File: config.mk
export PLATFORM = sky130hd
export DESIGN_NAME = wtc_count_7seg
export DESIGN_NICKNAME = d
export VERILOG_FILES = /design/src/rtl/wtc_count_7seg.sv
export SDC_FILE = /design/constraint.sdc
export NUM_CORES = 1
export LEC_CHECK = 0
export ABC_AREA = 1
export CELL_PAD_IN_SITES_DETAIL_PLACEMENT = 1
export CELL_PAD_IN_SITES_GLOBAL_PLACEMENT = 1
export CORE_MARGIN = 2
export CORE_UTILIZATION = 31
export DETAILED_ROUTE_END_ITERATION = 10
export PLACE_DENSITY = 0.56
export SLEW_MARGIN = 0
export SYNTH_ARGS = -nofsm -noshare
export SYNTH_HDL_FRONTEND = slang
export SYNTH_SLANG_ARGS = --single-unit
File: constraint.sdc
create_clock -name i_Clk -period 7.9 [get_ports i_Clk]
set_input_delay 1.58 -clock i_Clk [delete_from_list [all_inputs] [get_ports i_Clk]]
set_output_delay 1.58 -clock i_Clk [all_outputs]
set_load 0.05 [all_outputs]
File: src/rtl/wtc_count_7seg.sv
// Purpose: debounced up/down/clear counter, hex or BCD, with an auto-increment timer, driving 7-segment digits.
// Latency: count updates 1 clk after the debounced button event; o_Segments follows o_Count by 1 clk.
// Backpressure: none; free-running outputs, button events are single-cycle and never queued.
module wtc_count_7seg #(
  parameter int NUM_DIGITS     = 2,
  parameter int DEBOUNCE_LIMIT = 250000,
  parameter int STEP_CLKS      = 25000000,
  parameter int BLANK_LEADING  = 0
) (
  input  logic                    i_Clk,
  input  logic                    i_Rst,
  input  logic                    i_Switch_Up,
  input  logic                    i_Switch_Down,
  input  logic                    i_Switch_Clear,
  input  logic                    i_Decimal,
  input  logic                    i_Auto,
  output logic [4*NUM_DIGITS-1:0] o_Count,
  output logic [7*NUM_DIGITS-1:0] o_Segments,
  output logic                    o_Wrap
);

  localparam int CW  = 4 * NUM_DIGITS;
  localparam int DBW = (DEBOUNCE_LIMIT > 1) ? $clog2(DEBOUNCE_LIMIT + 1) : 1;
  localparam int TW  = (STEP_CLKS > 1) ? $clog2(STEP_CLKS) : 1;

  localparam logic [DBW-1:0] DB_LAST   = DBW'(DEBOUNCE_LIMIT - 1);
  localparam logic [TW-1:0]  TIMER_TC  = TW'(STEP_CLKS - 1);

  // Switch lanes: bit 0 = up, bit 1 = down, bit 2 = clear
  logic [2:0]          sw_raw;
  logic [2:0]          sync1;
  logic [2:0]          sync2;
  logic [2:0]          db_state;
  logic [2:0]          db_prev;
  logic [2:0][DBW-1:0] db_cnt;
  logic [2:0]          sw_evt;

  logic          up_evt;
  logic          down_evt;
  logic          clr_evt;

  logic [TW-1:0] timer;
  logic          auto_tick;

  logic          decimal_q;
  logic          mode_chg;
  logic          inc;
  logic          dec;

  logic [CW-1:0] hex_inc;
  logic [CW-1:0] hex_dec;
  logic          hex_inc_wrap;
  logic          hex_dec_wrap;
  logic [CW-1:0] bcd_inc;
  logic [CW-1:0] bcd_dec;
  logic          bcd_inc_wrap;
  logic          bcd_dec_wrap;
  logic          carry;
  logic          borrow;

  logic [7*NUM_DIGITS-1:0] seg_next;
  logic                    zero_run;

  assign sw_raw = {i_Switch_Clear, i_Switch_Down, i_Switch_Up};

  // Two-flop synchronizer for the raw buttons
  always_ff @(posedge i_Clk or posedge i_Rst) begin
    if (i_Rst) begin
      sync1 <= '0;
      sync2 <= '0;
    end else begin
      sync1 <= sw_raw;
      sync2 <= sync1;
    end
  end

  // Debounce: accept a new level only after it has held for DEBOUNCE_LIMIT consecutive clocks
  always_ff @(posedge i_Clk or posedge i_Rst) begin
    if (i_Rst) begin
      db_state <= '0;
      db_cnt   <= '0;
    end else begin
      for (int i = 0; i < 3; i++) begin
        if (sync2[i] != db_state[i]) begin
          if (db_cnt[i] == DB_LAST) begin
            db_state[i] <= sync2[i];
            db_cnt[i]   <= '0;
          end else begin
            db_cnt[i] <= db_cnt[i] + 1'b1;
          end
        end else begin
          // Any bounce back to the accepted level restarts the qualification window
          db_cnt[i] <= '0;
        end
      end
    end
  end

  // Delayed debounced level for press (rising edge) detection
  always_ff @(posedge i_Clk or posedge i_Rst) begin
    if (i_Rst) begin
      db_prev <= '0;
    end else begin
      db_prev <= db_state;
    end
  end

  // Only presses create events; releases are ignored
  assign sw_evt   = db_state & ~db_prev;
  assign up_evt   = sw_evt[0];
  assign down_evt = sw_evt[1];
  assign clr_evt  = sw_evt[2];

  // Auto-increment timer, parked at zero while disabled so each enable starts a full period
  always_ff @(posedge i_Clk or posedge i_Rst) begin
    if (i_Rst) begin
      timer <= '0;
    end else if (!i_Auto) begin
      timer <= '0;
    end else if (timer == TIMER_TC) begin
      timer <= '0;
    end else begin
      timer <= timer + 1'b1;
    end
  end

  assign auto_tick = i_Auto && (timer == TIMER_TC);

  assign mode_chg = (i_Decimal != decimal_q);
  assign inc      = up_evt | auto_tick;
  assign dec      = down_evt;

  // Binary next-values; wrap when rolling over either end of the full range
  always_comb begin
    hex_inc      = o_Count + 1'b1;
    hex_dec      = o_Count - 1'b1;
    hex_inc_wrap = &o_Count;
    hex_dec_wrap = ~|o_Count;
  end

  // BCD next-values: per-digit ripple carry/borrow from digit 0 upward
  always_comb begin
    bcd_inc = '0;
    bcd_dec = '0;
    carry   = 1'b1;
    borrow  = 1'b1;
    for (int k = 0; k < NUM_DIGITS; k++) begin
      if (!carry) begin
        bcd_inc[4*k +: 4] = o_Count[4*k +: 4];
      end else if (o_Count[4*k +: 4] >= 4'd9) begin
        bcd_inc[4*k +: 4] = 4'd0;
      end else begin
        bcd_inc[4*k +: 4] = o_Count[4*k +: 4] + 4'd1;
        carry             = 1'b0;
      end

      if (!borrow) begin
        bcd_dec[4*k +: 4] = o_Count[4*k +: 4];
      end else if (o_Count[4*k +: 4] == 4'd0) begin
        bcd_dec[4*k +: 4] = 4'd9;
      end else begin
        bcd_dec[4*k +: 4] = o_Count[4*k +: 4] - 4'd1;
        borrow            = 1'b0;
      end
    end
    // A carry/borrow out of the top digit means the whole count wrapped
    bcd_inc_wrap = carry;
    bcd_dec_wrap = borrow;
  end

  // Count register: mode change beats clear beats up/down; opposing up and down cancel
  always_ff @(posedge i_Clk or posedge i_Rst) begin
    if (i_Rst) begin
      o_Count   <= '0;
      o_Wrap    <= 1'b0;
      decimal_q <= 1'b0;
    end else begin
      decimal_q <= i_Decimal;
      o_Wrap    <= 1'b0;
      if (mode_chg) begin
        // A count from the other radix is meaningless, so restart from zero
        o_Count <= '0;
      end else if (clr_evt) begin
        o_Count <= '0;
      end else if (inc && !dec) begin
        o_Count <= decimal_q ? bcd_inc : hex_inc;
        o_Wrap  <= decimal_q ? bcd_inc_wrap : hex_inc_wrap;
      end else if (dec && !inc) begin
        o_Count <= decimal_q ? bcd_dec : hex_dec;
        o_Wrap  <= decimal_q ? bcd_dec_wrap : hex_dec_wrap;
      end
    end
  end

  // Active-high segment pattern for one hex digit, bit 0 = A .. bit 6 = G
  function automatic logic [6:0] seg_hex(input logic [3:0] d);
    logic [6:0] s;
    case (d)
      4'h0:    s = 7'h3F;
      4'h1:    s = 7'h06;
      4'h2:    s = 7'h5B;
      4'h3:    s = 7'h4F;
      4'h4:    s = 7'h66;
      4'h5:    s = 7'h6D;
      4'h6:    s = 7'h7D;
      4'h7:    s = 7'h07;
      4'h8:    s = 7'h7F;
      4'h9:    s = 7'h6F;
      4'hA:    s = 7'h77;
      4'hB:    s = 7'h7C;
      4'hC:    s = 7'h39;
      4'hD:    s = 7'h5E;
      4'hE:    s = 7'h79;
      default: s = 7'h71;
    endcase
    return s;
  endfunction

  // Decode every digit, walking down from the top so zero_run knows whether all higher digits are zero
  always_comb begin
    seg_next = '0;
    zero_run = 1'b1;
    for (int k = NUM_DIGITS - 1; k >= 0; k--) begin
      zero_run = zero_run && (o_Count[4*k +: 4] == 4'd0);
      if ((BLANK_LEADING != 0) && (k > 0) && zero_run) begin
        seg_next[7*k +: 7] = 7'h7F;
      end else begin
        seg_next[7*k +: 7] = ~seg_hex(o_Count[4*k +: 4]);
      end
    end
  end

  // Registered segment outputs; reset shows a zero count (blanked above digit 0 if enabled)
  always_ff @(posedge i_Clk or posedge i_Rst) begin
    if (i_Rst) begin
      for (int k = 0; k < NUM_DIGITS; k++) begin
        o_Segments[7*k +: 7] <= ((BLANK_LEADING != 0) && (k > 0)) ? 7'h7F : 7'h40;
      end
    end else begin
      o_Segments <= seg_next;
    end
  end

endmodule

# Word-level counts from Yosys, hierarchy flattened
# Memory sizes are Yosys's and may differ from the RTL's.
# Index checks and enable logic that the tools add are counted.
dict set report word_totals {
  register_bits 115
  mem_bits_ro 224
  elab_cells 91
  mem_count 2
  output_inout_bits 23
  in_bits 7
}
dict set report op_classes {
  mux 32
  bitwise 5
  reduce_logical 15
  magnitude_cmp 2
  n_eq_ne 10
  add_sub_neg 10
}
# name words word_bits rd rd_ports_with_merged_regs wr line_no
set memory_table {}
lappend memory_table {{(name not given)} 16 7 1 0 0 198} ;# case (d)
lappend memory_table {{(name not given)} 16 7 1 0 0 198}
# op count
set ops {}
lappend ops {{$mux W18} 6}
lappend ops {{$add A18 B1 Y18 const B} 3}
lappend ops {{$eq A18 B18 Y1 const B} 3}
lappend ops {{$mux W25} 2}
lappend ops {{$mux W8} 6}
lappend ops {{$add A25 B1 Y25 const B} 1}
lappend ops {{$eq A25 B25 Y1 const B} 1}
lappend ops {{$mux W4} 6}
lappend ops {{$not A7 Y7} 2}
lappend ops {{$mux W1} 12}
lappend ops {{$add A4 B1 Y4 const B} 2}
lappend ops {{$add A8 B1 Y8 const B} 1}
lappend ops {{$ge A4 B4 Y1 const B} 2}
lappend ops {{$logic_not A4 Y1} 2}
lappend ops {{$reduce_and A8 Y1} 1}
lappend ops {{$reduce_or A8 Y1} 1}
lappend ops {{$sub A4 B1 Y4 const B} 2}
lappend ops {{$sub A8 B1 Y8 const B} 1}
lappend ops {{$reduce_and A2 Y1} 3}
lappend ops {{$ne A5 B2 Y1 const B} 1}
lappend ops {{$ne A5 B5 Y1 const B} 1}
lappend ops {{$ne A1 B1 Y1} 4}
lappend ops {{$reduce_bool A4 Y1} 1}
lappend ops {{$and A3 B3 Y3} 1}
lappend ops {{5 further kinds} 9}

# Depth between registers and ports, before layout
# Gate-level depths: netlist of run 1.
dict set report logic_depth {
  word_depth 9
  ltp_mapped 16
  depth_no_buf 14
}

# Least setup slack after synthesis of run 1
# No wires, ideal clock.
dict set report synth_timing {
  kind {input-to-reg}
  from {in i_Auto}
  to {reg o_Count[4]}
  setup_time_ns 0.065
  path_stages 10
  slack_ns 4.989
  n_path_buf 2
  t_required_ns 7.835
  t_arrival_ns 2.846
  path_cell_list {clkinv_1 -> o21ai_2 -> ha_1 -> buf_2 -> inv_1 -> buf_2 -> nor2_1 -> o21a_1 -> nand3_1 -> nand2_1}
}
dict set report synth_via {
  elab_chain_cells 6
  elab_cells_between_ends 12
  classes_between {eq/ne (2); mux (3); bitwise (1); reduce/logical (6)}
}
# item line_no
set synth_rtl {}
lappend synth_rtl {{from (decl)} 16} ;# input logic i_Auto,
lappend synth_rtl {{$logic_and A1 B1 Y1 (*)} 127} ;# assign auto_tick = i_Auto && (timer == TIMER_TC);
lappend synth_rtl {{$or A1 B1 Y1 (*)} 130} ;# assign inc = up_evt | auto_tick;
lappend synth_rtl {{$logic_not A1 Y1 or $logic_and A1 B1 Y1 (tied branches)} {188, 185}}
lappend synth_rtl {{$logic_and A1 B1 Y1 or $mux W8 (tied branches)} {188, 185}}
lappend synth_rtl {{$reduce_bool A4 Y1 (no source line) or $mux W8 (tied branches)} --}
lappend synth_rtl {{$reduce_and A3 Y1 (no source line) or $mux W8 (tied branches)} --}
lappend synth_rtl {{to (signal assigned)} 186} ;# o_Count <= decimal_q ? bcd_inc : hex_inc;
lappend synth_rtl {{to (signal assigned)} 189} ;# o_Count <= decimal_q ? bcd_dec : hex_dec;
lappend synth_rtl {{to (decl)} 17} ;# output logic [4*NUM_DIGITS-1:0] o_Count,
# Mark *: on every way between the ends. The rest lies on a longest branch, timed or not.
# A chain may end at the register's enable or synchronous reset.

# Worst setup path in the final report of run 1
dict set report layout_timing {
  from {in i_Auto}
  to {reg o_Count[7]}
}
# Same word-level chain as after synthesis.

==> run_results.csv, run 1 <==
group,metric,value,unit
timing,skew,10.3,ps
clock_tree,root_buffer,"clkbuf_16",
clock_tree,ctsHtreeMaxLevel,4,
drt,wl_met3,420,um
synth,yosysSeqAreaShare,0.435,
cells_and_area,multi_input_area,3250,um^2
synth,yosysMostFrequentCell,"nand2_1",
global_route,grtUsageTotal,0.173,
placement,gp_congestion,0.828,
synth,synth.avg_cell_area,7.47,um^2
global_route,grt_max_degree,75,
timing,slew_headroom,0.355,
synth,netlist_top_cells_count,"nand2_1 (195), nor2_1 (165), dfrtp_1 (113), inv_1 (97), nand3_1 (72)",
timing,fin_crit,3840,ps
die,core_area,21000,um^2
drt,post_drt_wl_per_cell,15.1,um
clock_tree,clk_pin_slew,60,ps
synth,syn_area,6620,um^2
clock_tree,post_cts_resized,0,
timing,fmax,0.260,GHz
placement,dp_slack,3570,ps
clock_tree,cts_buffers,17,
die,ioPinCount,30,
critical_path,crit_required,8260,ps
synth,syn-num-nets,910,
drt,met2_wirelength,8.65,mm
cells_and_area,stdcell_count,1210,
timing,finalSetupViolCount,0,
cells_and_area,fillers,2573,
global_route,grt_overflow,0,
synth,synth-async-reset-ratio,1.00,
clock_tree,ctsLongestPathBuffers,2,
timing,worst_slew_pin_slew,967,ps
clock_tree,cts_sinks,115,
critical_path,end_kind,"register",
placement,dp_hpwl,13.5,mm
clock_tree,cts_hold_buf,0,
cells_and_area,diodes,0,
timing,rsz0062_at_grt,"no",
global_route,first_global_vias,6080,
placement,place.port_buffers,29,
drt,drtIter0Drc,314,
drt,vias,5886,
critical_path,cp-start-kind,"input port",
outcome,status,"finished clean",
drt,wirelength,18.3,mm
clock_tree,tritoncts,"done",
run,cap_violations,0,
die,die_y,150,um
critical_path,crit_fanout,17,
power_and_ir_drop,finalPower,1.44,mW
die,rows,53,
drt,dr.pass1.iters,4,
critical_path,path_class,"input port to register",
synth,synthDistinctLibCells,42,
cells_and_area,final_nets,946,
min_path,hold_class,"register to register",
die,dieArea,22500,um^2
synth,ys_ff_latch,115,
die,start_util,0.315,
cells_and_area,area_growth,17.8,%
power_and_ir_drop,p_leak,3.43,nW
drt,ant_nets,0,
cells_and_area,seq_area,2880,um^2
synth,synth_area_leaders,"dfrtp_1 (43%), nand2_1 (11%), nor2_1 (9.4%)",
timing,tns,0,ps
drt,drt-met1-wl,8.95,mm
drt,via_per_inst,4.86,
power_and_ir_drop,ir_drop,111,uV
die,die_w,150,um
global_route,grt_pass1_wl,30.7,mm
synth,syn_inst,886,
clock_tree,postCtsSetupBuffers,0,
synth,yosys.area.top_type_share,0.427,
timing,drv_slew,0,
synth,synth_flop_cell,"dfrtp_1",
synth,yosysTopAreaCell,"dfrtp_1",
power_and_ir_drop,power.density,185,nW/um^2
clock_tree,clk_latency,420,ps
timing,finalHoldViolCount,0,
critical_path,critPathArrivalTime,4200,ps
timing,setup_slack,4060,ps
timing,fin_crit_sh,0.486,
drt,drc_errors,0,
synth,synth-edff-count,0,
drt,routed.top_layer,"met4",
synth,synth-warning-count,0,
global_route,antenna_found_initial,0,
placement,placed_cells,1178,
cells_and_area,drive_above_1_share,0.0845,
-- area by class of cell --
| class | instances | area share |
|---|---|---|
| clock buffer | 19 | 0.0568 |
| sequential | 115 | 0.369 |
| multi-input combinational | 647 | 0.417 |
| tap | 275 | 0.0441 |
| clock inverter | 13 | 0.0204 |
| inverter | 111 | 0.0541 |
| timing repair buffer | 30 | 0.0382 |
-- where the power goes --
part | leakage, nW | total, mW | switching (mW) | internal [mW]
logic | 1.56 | 0.0427 | 0.0317 | 0.0110
clock network | 0.289 | 0.796 | 0.293 | 0.503
registers | 1.57 | 0.602 | 0.00586 | 0.596
-- state kept, by name (all words and copies together), names as in the netlist --
name,count
o_Count,8
o_Segments,14
sync1,3
sync2,3
o_Wrap,1
db_state,3
timer,25
db_prev,3
decimal_q,1
db_cnt,54
-- per-stage QoR --
| step | util | hold WS [ps] | instance area (um^2) |
|---|---|---|---|
| 2_1_floorplan | - | 331 | 6620 |
| 3_3_place_gp | 0.342 | 341 | 7200 |
| 3_5_place_dp | 0.342 | 339 | 7200 |
| 4_1_cts | 0.371 | 352 | 7800 |
| 5_1_grt | 0.371 | 363 | 7800 |
| 6_report | 0.371 | 350 | 7800 |
-- cells by family (layout without fill, tap and decap cells) --
group	after synthesis	in the layout	share of synthesized area
simple gates	534	534	0.362
xor+xnor	31	31	0.0410
buf+inv	124	173	0.0739
flops	115	115	0.435
compound gates	65	65	0.0557
fa+ha+maj	17	17	0.0321
-- final timing paths --
kind	start	endpoint	slack, ps	depth (start not counted)
worst max-delay path	i_Auto	o_Count[7]	4060	10
worst min-delay path	sync1[1]	sync2[1]	350	0
worst max register to register	timer[0]	o_Count[7]	4910	14
worst min register to register	sync1[1]	sync2[1]	350	0
max in group asynchronous	i_Rst	o_Count[6]	4940	3
min in group asynchronous	i_Rst	timer[14]	1570	2
-- cells in the final DEF (no fill, tap or decap), drive strengths merged --
| master | instances |
|---|---|
| a21oi | 13 |
| o21bai | 2 |
| o31ai | 1 |
| dfstp | 2 |
| o221ai | 2 |
| dfrtp | 113 |
| a311o | 1 |
| nand2 | 205 |
| nand3 | 75 |
| o211ai | 3 |
| o22ai | 7 |
| nor2 | 173 |
| nor3b | 3 |
| a31oi | 1 |
| inv | 109 |
| clkinv | 9 |
| and2 | 1 |
| o21ai | 34 |
| xor2 | 26 |
| nand4 | 25 |
| ha | 17 |
| nor3 | 46 |
| xnor2 | 5 |
| clkbuf | 19 |
| buf | 1 |
| bufinv | 3 |
| clkdlybuf4s50 | 29 |
| or2 | 5 |
| clkinvlp | 3 |
| and3 | 1 |
| o21a | 1 |
-- critical path, cell delays in order --
cell and delay, ps:
clkdlybuf4s50_1 550, clkinv_1 480, o21ai_2 340, ha_1 370, inv_1 240, nand2_1 120
nand2_1 70, o21ai_1 250, nand2_1 100, nand2_1 90
-- metal layers --
| layer | GRT usage | vias to the layer above |
|---|---|---|
| li1 | - | 2912 |
| met1 | 0.229 | 2899 |
| met2 | 0.284 | 54 |
| met3 | 0.0336 | 21 |
| met4 | 0.0571 | 0 |
| met5 | 0 | - |
Note: power is estimated with default switching activity, not from simulation.
==> run 2: changes to the inputs <==
clock period = 4 ns   (was 7.9 ns; I/O delays follow)
==> run 2 against run 1 <==
  * Critical path type is now register to register
  * Die area unchanged
  * Final cell count stayed put
  * Clock skew decreased by 2.9 ps
  * First-iteration DRC count decreased by 18%
  * Clock power up 86%
  * Core utilization about the same
  * Final area barely moved
  * Sequential share of layout area is essentially flat
  * Register-to-register slack got worse by 3800 ps
  * Total power up 91%
  * Via count is 0.15% higher
==> run_results.csv, run 2 (same netlist as run 1, synthesis figures left out) <==
group,metric,value,unit
outcome,status,"finished clean",
global_route,grt_max_degree,57,
cells_and_area,final_nets,949,
cells_and_area,drive_above_1_share,0.0813,
die,dieArea,22500,um^2
global_route,grtUsageTotal,0.175,
cells_and_area,top_register,"db_cnt",
run,cap_violations,0,
timing,fin_crit,2860,ps
global_route,antenna_found_initial,0,
clock_tree,ctsLongestPathBuffers,2,
drt,ant_nets,0,
placement,dp_hpwl,13.7,mm
timing,rsz0062_at_grt,"no",
clock_tree,cts_buffers,17,
drt,post_drt_wl_per_cell,15.1,um
timing,slew_headroom,0.487,
critical_path,crit_chain,"ha_1 > nand3_2 > inv_2 > nand4_1 > nor2_1 > nand2_2 > o21ai_2 > ha_1 > inv_1 > nand2_1 > nand2_1 > o21ai_1 > nand2_1 > nand2_1",
die,start_util,0.315,
global_route,first_global_vias,6338,
critical_path,critPathArrivalTime,3210,ps
timing,tns,0,ps
critical_path,cp-start-kind,"register",
die,die_w,150,um
cells_and_area,largest_reg_flops,54,
critical_path,max_stage_delay,430,ps
drt,via_per_inst,4.87,
critical_path,end_kind,"register",
clock_tree,tritoncts,"done",
cells_and_area,final_common_cell,"nand2_1",
clock_tree,cts_hold_buf,0,
critical_path,crit_required,4350,ps
cells_and_area,multi_input_area,3250,um^2
timing,finalHoldViolCount,0,
drt,drtIter0Drc,256,
timing,fmax,0.349,GHz
critical_path,cpLargestDelayFamily,"simple AND/OR/NAND/NOR gates",
power_and_ir_drop,p_leak,3.43,nW
cells_and_area,layout_common_cells,"nand2_1 (195), nor2_1 (165), dfrtp_1 (113)",
clock_tree,post_cts_resized,0,
die,die_y,150,um
min_path,hold_class,"register to register",
die,core_area,21000,um^2
timing,drv_slew,0,
cells_and_area,area_growth,17.6,%
timing,fin_crit_sh,0.716,
critical_path,crit_path_frequent_cell,"nand2_1",
die,ioPinCount,30,
clock_tree,ctsHtreeMaxLevel,4,
cells_and_area,seq_area,2880,um^2
timing,finalSetupViolCount,0,
clock_tree,postCtsSetupBuffers,0,
placement,place_area,7230,um^2
critical_path,cpMaxStageDelayCell,"dfrtp_1",
clock_tree,clk_latency,410,ps
drt,drc_errors,0,
drt,wirelength,18.2,mm
global_route,grt_pass1_wl,31.6,mm
power_and_ir_drop,power.density,354,nW/um^2
placement,place.port_buffers,29,
clock_tree,clk_pin_slew,50,ps
timing,worst_slew_pin_slew,769,ps
placement,gp_congestion,0.849,
die,rows,53,
power_and_ir_drop,ir_drop,251,uV
critical_path,crit_fanout,11,
power_and_ir_drop,finalPower,2.76,mW
clock_tree,cts_sinks,115,
drt,vias,5895,
cells_and_area,reg.largest.list,"db_cnt: 54 flops, timer: 25 flops, o_Segments: 14 flops",
critical_path,path_class,"register to register",
timing,skew,7.45,ps
clock_tree,root_buffer,"clkbuf_16",
global_route,grt_overflow,0,
cells_and_area,fillers,2578,
critical_path,cp_num_buf_inv,2,
drt,dr.pass1.iters,4,
cells_and_area,fin_area,7790,um^2
cells_and_area,diodes,0,
run 2: per-stage QoR:
step,hold slack (ps),cells,utilization,setup slack (ps)
2_1_floorplan,331,886,-,159
3_3_place_gp,339,1181,0.344,955
3_5_place_dp,340,1181,0.344,840
4_1_cts,352,1210,0.371,1120
5_1_grt,353,1210,0.371,786
6_report,350,1210,0.371,1140
run 2: worst paths after layout:
| check | end | start | depth (start not counted) | slack, ps |
|---|---|---|---|---|
| min in group asynchronous | timer[11] | i_Rst | 2 | 890 |
| max reg2reg | o_Count[7] | timer[0] | 14 | 1140 |
| max | o_Count[7] | timer[0] | 14 | 1140 |
| min | sync2[1] | sync1[1] | 0 | 350 |
| max in group asynchronous | o_Segments[6] | i_Rst | 3 | 2280 |
| min reg2reg | sync2[1] | sync1[1] | 0 | 350 |
run 2: area by class of cell:
type                    count  area share
flip-flops and latches    115       0.370
well taps                 275      0.0442
clock buffers              24      0.0618
clock inverters             5     0.00996
inverters                 111      0.0541
repair buffers             33      0.0427
multi-input cells         647       0.418
run 2: routing by layer:
metal / GRT usage / wire (um) / share of wire
met5: 0 / 0 / 0
met4: 0.0429 / 204 / 0.011
met3: 0.0373 / 401 / 0.022
met2: 0.287 / 8640 / 0.47
met1: 0.238 / 8980 / 0.49
run 2: power by group:
group / total (mW) / leakage, nW / switching, mW / internal (mW)
Sequential: 1.19 / 1.57 / 0.0112 / 1.18
Clock: 1.48 / 0.272 / 0.528 / 0.954
Combinational: 0.0876 / 1.58 / 0.0630 / 0.0246
